`src/rtl/serial_adder_sub_if.sv`:
```
`default_nettype none
// ============================================================================
// Module      : serial_adder_sub_if
// Description : Request/result bundle for the bit-serial adder/subtractor.
//               The master drives start/mode/cin/a/b and observes
//               busy/done/sum/cout/ovf. The slave is the arithmetic unit.
//   start  request, sampled only when the unit is idle or signalling done
//   mode   0 = add, 1 = subtract (a - b)
//   cin    carry-in for add, ignored in subtract
//   a, b   operands (WIDTH bits)
//   busy   bits are being processed
//   done   one-cycle pulse, result valid
//   sum    result (WIDTH bits)
//   cout   carry out of MSB (subtract: 1 = no borrow)
//   ovf    signed overflow
// Revision    : 1.0 - initial release
// ============================================================================
interface serial_adder_sub_if #(
    parameter int WIDTH = 8
);
    logic             start;
    logic             mode;
    logic             cin;
    logic [WIDTH-1:0] a;
    logic [WIDTH-1:0] b;
    logic             busy;
    logic             done;
    logic [WIDTH-1:0] sum;
    logic             cout;
    logic             ovf;

    modport master (
        output start, mode, cin, a, b,
        input  busy, done, sum, cout, ovf
    );

    modport slave (
        input  start, mode, cin, a, b,
        output busy, done, sum, cout, ovf
    );
endinterface
`default_nettype wire

```
`src/rtl/serial_adder_sub.sv`:
```
`default_nettype none
// ============================================================================
// Module      : serial_adder_sub
// Description : Bit-serial adder/subtractor. One full-adder cell and a carry
//               flop process one bit per clock, LSB first. A result is ready
//               WIDTH+1 edges after the start edge; back-to-back requests are
//               accepted during the done cycle.
//   clk    rising-edge clock
//   rst    synchronous, active-high reset
//   bus    serial_adder_sub_if slave modport (request, status and result)
// Revision    : 1.0 - initial release
// ============================================================================
module serial_adder_sub #(
    parameter int WIDTH = 8
) (
    input  wire logic              clk,
    input  wire logic              rst,
    serial_adder_sub_if.slave      bus
);

    localparam int CW = (WIDTH > 2) ? $clog2(WIDTH) : 1;

    localparam logic [1:0] S_IDLE = 2'd0;
    localparam logic [1:0] S_RUN  = 2'd1;
    localparam logic [1:0] S_DONE = 2'd2;

    logic [1:0]       r_state;
    logic [1:0]       w_state_nxt;

    logic [WIDTH-1:0] r_a;
    logic [WIDTH-1:0] r_b;
    logic [WIDTH-1:0] r_sum;
    logic [CW-1:0]    r_cnt;
    logic             r_c;
    logic             r_cout;
    logic             r_ovf;

    logic             w_accept;
    logic             w_last;
    logic             w_fa_s;
    logic             w_fa_co;
    logic             w_busy;
    logic             w_done;

    // A request is only honoured in IDLE or DONE; start during RUN is dropped.
    assign w_accept = bus.start && ((r_state == S_IDLE) || (r_state == S_DONE));
    assign w_last   = (r_cnt == CW'(WIDTH - 1));

    // The single full-adder cell.
    assign w_fa_s  = r_a[0] ^ r_b[0] ^ r_c;
    assign w_fa_co = (r_a[0] & r_b[0]) | (r_a[0] & r_c) | (r_b[0] & r_c);

    // ------------------------------------------------------------------
    // FSM: state register
    // ------------------------------------------------------------------
    always_ff @(posedge clk) begin
        if (rst) begin
            r_state <= S_IDLE;
        end else begin
            r_state <= w_state_nxt;
        end
    end

    // ------------------------------------------------------------------
    // FSM: next-state logic
    // ------------------------------------------------------------------
    always_comb begin
        w_state_nxt = r_state;
        case (r_state)
            S_IDLE:  if (w_accept) w_state_nxt = S_RUN;
            S_RUN:   if (w_last)   w_state_nxt = S_DONE;
            S_DONE:  w_state_nxt = w_accept ? S_RUN : S_IDLE;
            default: w_state_nxt = S_IDLE;
        endcase
    end

    // ------------------------------------------------------------------
    // FSM: output decode (from registered state only)
    // ------------------------------------------------------------------
    always_comb begin
        w_busy = 1'b0;
        w_done = 1'b0;
        case (r_state)
            S_RUN:   w_busy = 1'b1;
            S_DONE:  w_done = 1'b1;
            default: ;
        endcase
    end

    // ------------------------------------------------------------------
    // Datapath
    // ------------------------------------------------------------------
    always_ff @(posedge clk) begin
        if (rst) begin
            r_a    <= '0;
            r_b    <= '0;
            r_sum  <= '0;
            r_cnt  <= '0;
            r_c    <= 1'b0;
            r_cout <= 1'b0;
            r_ovf  <= 1'b0;
        end else if (w_accept) begin
            // Subtract is a + ~b + 1: invert b on load and seed the carry.
            r_a   <= bus.a;
            r_b   <= bus.mode ? ~bus.b : bus.b;
            r_c   <= bus.mode ? 1'b1 : bus.cin;
            r_sum <= '0;
            r_cnt <= '0;
        end else if (r_state == S_RUN) begin
            r_sum <= {w_fa_s, r_sum[WIDTH-1:1]};
            r_a   <= {1'b0, r_a[WIDTH-1:1]};
            r_b   <= {1'b0, r_b[WIDTH-1:1]};
            r_c   <= w_fa_co;
            r_cnt <= r_cnt + CW'(1);
            if (w_last) begin
                // r_c still holds the carry into the MSB at this point.
                r_cout <= w_fa_co;
                r_ovf  <= r_c ^ w_fa_co;
            end
        end
    end

    assign bus.busy = w_busy;
    assign bus.done = w_done;
    assign bus.sum  = r_sum;
    assign bus.cout = r_cout;
    assign bus.ovf  = r_ovf;

endmodule
`default_nettype wire

```
`src/flat_wrapper.sv`:
```
// flat-port wrapper written by rule: the top's interface ports become plain ports
module serial_adder_sub_flat 
#(
    parameter int WIDTH = 8
)
  (clk, rst, bus_start, bus_mode, bus_cin, bus_a, bus_b, bus_busy, bus_done, bus_sum, bus_cout, bus_ovf);
  serial_adder_sub_if #(.WIDTH(WIDTH)) bus_i ();
  input  wire logic clk;
  input  wire logic rst;
  input wire logic [$bits(bus_i.start)-1:0] bus_start;
  input wire logic [$bits(bus_i.mode)-1:0] bus_mode;
  input wire logic [$bits(bus_i.cin)-1:0] bus_cin;
  input wire logic [$bits(bus_i.a)-1:0] bus_a;
  input wire logic [$bits(bus_i.b)-1:0] bus_b;
  output wire logic [$bits(bus_i.busy)-1:0] bus_busy;
  output wire logic [$bits(bus_i.done)-1:0] bus_done;
  output wire logic [$bits(bus_i.sum)-1:0] bus_sum;
  output wire logic [$bits(bus_i.cout)-1:0] bus_cout;
  output wire logic [$bits(bus_i.ovf)-1:0] bus_ovf;
  assign bus_i.start = bus_start;
  assign bus_i.mode = bus_mode;
  assign bus_i.cin = bus_cin;
  assign bus_i.a = bus_a;
  assign bus_i.b = bus_b;
  assign bus_busy = bus_i.busy;
  assign bus_done = bus_i.done;
  assign bus_sum = bus_i.sum;
  assign bus_cout = bus_i.cout;
  assign bus_ovf = bus_i.ovf;
  serial_adder_sub #(.WIDTH(WIDTH)) u_core (.clk(clk), .rst(rst), .bus(bus_i));
endmodule
```
`config.mk`:
```
export PLATFORM = sky130hd
export DESIGN_NAME = serial_adder_sub_flat
export DESIGN_NICKNAME = d
export VERILOG_FILES = /design/src/rtl/serial_adder_sub_if.sv /design/src/rtl/serial_adder_sub.sv /design/src/flat_wrapper.sv
export SDC_FILE = /design/constraint.sdc
export NUM_CORES = 1
export LEC_CHECK = 0
export CAP_MARGIN = 20
export CORE_MARGIN = 3
export CORE_UTILIZATION = 44
export DETAILED_ROUTE_END_ITERATION = 10
export PLACE_DENSITY = 0.75
export RECOVER_POWER = 50
export SETUP_SLACK_MARGIN = 0.5
export SYNTH_ARGS = -nofsm -noshare
export SYNTH_HDL_FRONTEND = slang
export SYNTH_SLANG_ARGS = --single-unit
```
`constraint.sdc`:
```
create_clock -name clk -period 1.2 [get_ports clk]
set_input_delay 0.12 -clock clk [delete_from_list [all_inputs] [get_ports clk]]
set_output_delay 0.12 -clock clk [all_outputs]
set_load 0.005 [all_outputs]
```
======== Yosys cells after proc, flatten, opt, wreduce, memory -nomap -nowiden ========
Cells that the tools add are included.
W data, S select, Z words.
word-level totals
  register bits ........................... 32
  output and inout bits ................... 12
  logic and storage cells ................. 45
operators by class
  add/subtract/negate cells ............... 1
  equal/unequal tests ..................... 5
  mux-type cells .......................... 14
  bitwise gates (word level) .............. 10
  reduce and logical (&&, ||, !) cells .... 7
operator list
  cell                   number
  $mux W8                5
  $not A8 Y8             1
  $mux W1                6
  $pmux W2 S3            1
  $mux W2                2
  $ne A2 B1 Y1 const B   2
  $add A3 B1 Y3 const B  1
  $and A1 B1 Y1          3
  $eq A3 B3 Y1 const B   1
  $reduce_and A3 Y1      1
  $xor A1 B1 Y1          3
  $eq A2 B1 Y1 const B   1
  $eq A2 B2 Y1 const B   1
  $logic_not A2 Y1       1
  $or A1 B1 Y1           2
  $reduce_and A2 Y1      1
  $reduce_bool A2 Y1     1
  $reduce_or A2 Y1       1
  $logic_and A1 B1 Y1    1
  $logic_or A1 B1 Y1     1
  $not A1 Y1             1

======== Longest topological paths before layout ========
  depth after elaboration ................. 5
  depth in mapped cells ................... 6
  depth with buffers taken out ............ 5

======== Least setup slack after synthesis ========
Ideal clock, no wire load.
  path kind ............................... flip-flop to flip-flop
  start ................................... register u_core.r_c
  end ..................................... register u_core.r_ovf, in the netlist u_core.bus.ovf
  setup time .............................. 0.132 ns
  arrival ................................. 1.085 ns
  data required time ...................... 1.068 ns
  slack ................................... -0.017 ns
  stages on the path, launching flop included .. 5
  buffers on the path ..................... 0
  period minus slack after synthesis ...... 1.217 ns
  cells stage by stage .................... dfxtp_1 fa_1 xor2_1 nand3_1 a21oi_1
on the way
  cells in the longest elaborated chain, start to end .. 4
RTL lines
  what                      RTL line                 RTL
  start, declared           serial_adder_sub.sv:34   logic r_c;
  start signal, assigned    serial_adder_sub.sv:106  r_c <= bus.mode ? 1'b1 : bus.cin;
  start signal, assigned    serial_adder_sub.sv:113  r_c <= w_fa_co;
  $and A1 B1 Y1             serial_adder_sub.sv:51   assign w_fa_co = (r_a[0] & r_b[0]) | (r_a[0] & r_c) | (r_b[0] & r_c);
  $or A1 B1 Y1              serial_adder_sub.sv:51
  $or A1 B1 Y1 (*)          serial_adder_sub.sv:51
  named net u_core.w_fa_co  serial_adder_sub.sv:41   logic w_fa_co;
  $xor A1 B1 Y1 (*)         serial_adder_sub.sv:118  r_ovf <= r_c ^ w_fa_co;
  end signal, assigned      serial_adder_sub.sv:118
  end, declared             serial_adder_sub.sv:36   logic r_ovf;
Mark *: on every way through the listed nets, which the timed path passes. The rest lies on a longest branch.
A chain may end at the register's enable or synchronous reset.

======== Worst setup path after layout ========
  start ................................... register u_core.r_state[0]
  end ..................................... register u_core.r_a[2]
on the way
  cells in the longest elaborated chain, start to end .. 4
RTL lines
  what                                              RTL line                 RTL
  start, declared                                   serial_adder_sub.sv:27   logic [1:0] r_state;
  start signal, assigned                            serial_adder_sub.sv:60   r_state <= w_state_nxt;
  $eq A2 B2 Y1 or $logic_not A2 Y1 (tied branches)  serial_adder_sub.sv:46   assign w_accept = bus.start && ((r_state == S_IDLE) || (r_state == S_DONE));
  $logic_or A1 B1 Y1                                serial_adder_sub.sv:46
  $logic_and A1 B1 Y1                               serial_adder_sub.sv:46
  $mux W8 or $reduce_bool A2 Y1 (tied branches)     -
  end signal, assigned                              serial_adder_sub.sv:104  r_a <= bus.a;
  end signal, assigned                              serial_adder_sub.sv:111  r_a <= {1'b0, r_a[WIDTH-1:1]};
  end, declared                                     serial_adder_sub.sv:30   logic [WIDTH-1:0] r_a;
Parallel ways exist; a longest one is shown, timed or not.

==> flow_summary.toml <==
[outcome]
status = "finished, violations left"
violations = "setup timing"

[timing]
rsz0062_at_grt = "true"
min_period_ns = 1.288
timing.final.crit_share = 1.073
clock_skew_ns = 0.01441
report.final.setup_viol = 10
slew_headroom = 0.8164
max_clock_freq_mhz = 776.5
hold_viol = 0
finalMaxSlewViolations = 0
hold_slack_ns = 0.4065
layout_setup_ws_ns = -0.08786
tns_ns = -0.3701
tightest_slew_ns = 0.2746

[setup_path]
setup.worst_path.class = "register to register"
critPathCaptureType = "register"
crit_top_cell = "buf_6"
cp_data_arrival_time_ns = 1.56
slowest_delay_ns = 0.38
start_kind = "register"
crit_path_cell_trace = "buf_6, nor2b_1, buf_4, buf_6, nor3_2, nor3_1"
cp_top_family = "buffers and inverters"
crit_buf_inv = 3
worstPathMaxFanout = 5
cp_slowest_cell = "dfxtp_4"
required_ns = 1.47

[drt]
vias_per_cell = 5.985
num_vias = 1598
drc = 0
first_pass_iters = 4
wl_per_cell_um = 24.39
ant_nets = 0
wirelength_um = 6511
drtIter0Drc = 113

[global_routing]
grtUsageMet3 = 0.06295
grt_pass1_vias = 1627
use_met1 = 0.2966
grt.busiest_layer = "met2"
track_usage = 0.2675
gr-total-overflow = 0
grt_max_degree = 21
grt_pass1_wl_um = 8135
grt_util_met2 = 0.4847
antenna_found_initial = 0

[finish]
layout-drive-gt1-share = 0.6667
n_antenna_cell = 0
final_common_cell = "clkdlybuf4s50_1"
layout_common_cells = "clkdlybuf4s50_1, dfxtp_1, buf_6, a21oi_2, buf_4"
multi_input_area_um2 = 1152
final_core_util = 0.9577
area_growth_pct = 98.39
n_fill_cell = 67
seq_area_um2 = 661.9
nets = 248

[place]
port_buffers = 32
gp_congestion = 0.7053
dp_hpwl_um = 2253

[logic_synthesis]
ys_seq_elements = 32
yosysSeqAreaShare = 0.4576
ys_types = 28
syn_nets = 182
syn_inst = 158
synth_area_per_cell_um2 = 8.861
synth_area_um2 = 1400
yosysWarnings = 0

[power_and_ir_drop]
p_total_uw = 2823
power.density_nw_per_um2 = 1016
power_leakage_uw = 0.001097
peakVddDrop_mv = 1.051

[floorplan]
core_um2 = 2900
rows = 19
start_util = 0.4827
die_w_um = 62.41
fp.dieH_um = 62.41
ioPinCount = 33
die_area_um2 = 3895

[clocking]
clockBufferDepth = 2
cts_sinks = 32
cts_buffers = 5
root_buffer = "clkbuf_4"
htreeDepth = 2
insertion_delay_ns = 0.36
hold_buffers = 0
cts_tree = "built"
path_clk_slew_ns = 0.12

[hold_path]
hold_class = "primary input to register"

[run]
maxCapViolCount = 0
-- cell usage after synthesis (all sizes together) --
| cell | n | area share |
|---|---|---|
| a21oi | 17 | 0.061 |
| a22oi | 4 | 0.021 |
| a311oi | 1 | 0.011 |
| a31oi | 1 | 0.0045 |
| and2b | 1 | 0.0054 |
| buf | 12 | 0.075 |
| clkbuf | 2 | 0.0054 |
| clkinv | 1 | 0.0063 |
| dfxtp | 32 | 0.46 |
| fa | 1 | 0.014 |
| ha | 2 | 0.018 |
| mux2i | 1 | 0.0071 |
| nand2 | 26 | 0.071 |
| nand2b | 3 | 0.013 |
| nand3 | 8 | 0.029 |
| nand3b | 1 | 0.0054 |
| nor2 | 4 | 0.011 |
| nor2b | 1 | 0.0045 |
| nor3 | 19 | 0.068 |
| o21a | 1 | 0.0054 |
| o21ai | 1 | 0.0036 |
| o22ai | 9 | 0.040 |
| xnor2 | 1 | 0.0063 |
| xor2 | 9 | 0.056 |
-- flip-flops by register name (all words and copies together), names as in the netlist --
| signal | cells |
|---|---|
| u_core.r_c | 1 |
| u_core.r_a | 8 |
| u_core.r_cnt | 3 |
| u_core.bus.cout | 1 |
| u_core.r_state | 2 |
| u_core.r_b | 8 |
| u_core.bus.ovf | 1 |
| u_core.bus.sum | 8 |
-- metal layers --
layer,vias to the layer above,routed length (um)
met5,-,0
met4,0,360
met3,35,461
met2,100,3244
met1,773,2444
li1,690,-
-- per-stage QoR --
| step | cells | setup WS [ns] | instance area (um2) |
|---|---|---|---|
| final | 267 | -0.08786 | 2778 |
| after global routing | 267 | -0.1470 | 2778 |
| after CTS | 263 | 0.008410 | 2415 |
| after detailed placement | 231 | -0.1122 | 1934 |
| after global placement | 231 | -0.08325 | 1934 |
| after floorplan | 158 | 0.09935 | 1582 |
-- where the power goes --
part           switching [uW]  internal [uW]
Sequential               81.5           1120
Clock                     413            289
Combinational             420            495
-- tightest hold or removal path, stage by stage --
cell	delay, ns
clkdlybuf4s50_1	0.43
o22ai_2	0.12
nor3_2	0.06
-- final timing paths --
check / from / to / slack [ns] / depth (start not counted)
worst min-delay path: bus_a[3] / u_core.r_a[3] / 0.41 / 3
worst max register to register: u_core.r_state[0] / u_core.r_a[2] / -0.09 / 6
worst max-delay path: u_core.r_state[0] / u_core.r_a[2] / -0.09 / 6
worst min register to register: u_core.bus.cout / u_core.bus.cout / 0.49 / 2
-- repair_timing --
item / 4_1_cts / 5_1_grt
gates resized for setup: 103 / 65
pin swaps: 25 / 26
buffers inserted: 16 / 3
cloned: 8 / 1
endpoints found under the setup margin: 44 / 44
-- cells by family after synthesis --
family,synth area share
buffers and inverters,0.08668
XOR/XNOR,0.06256
flip-flops,0.4575
adder cells (fa/ha/maj),0.03217
multiplexers,0.007150
AND/OR/NAND/NOR,0.2073
AO/OA/AOI/OAI,0.1466
-- final cells by class --
| cell class | instances | share of cell area |
|---|---|---|
| Clock buffer | 8 | 0.02117 |
| Tap cell | 42 | 0.01892 |
| Inverter | 1 | 0.005856 |
| Multi-Input combinational cell | 115 | 0.4149 |
| Timing Repair Buffer | 69 | 0.3009 |
| Sequential cell | 32 | 0.2383 |
(Power assumes the default switching activity.)
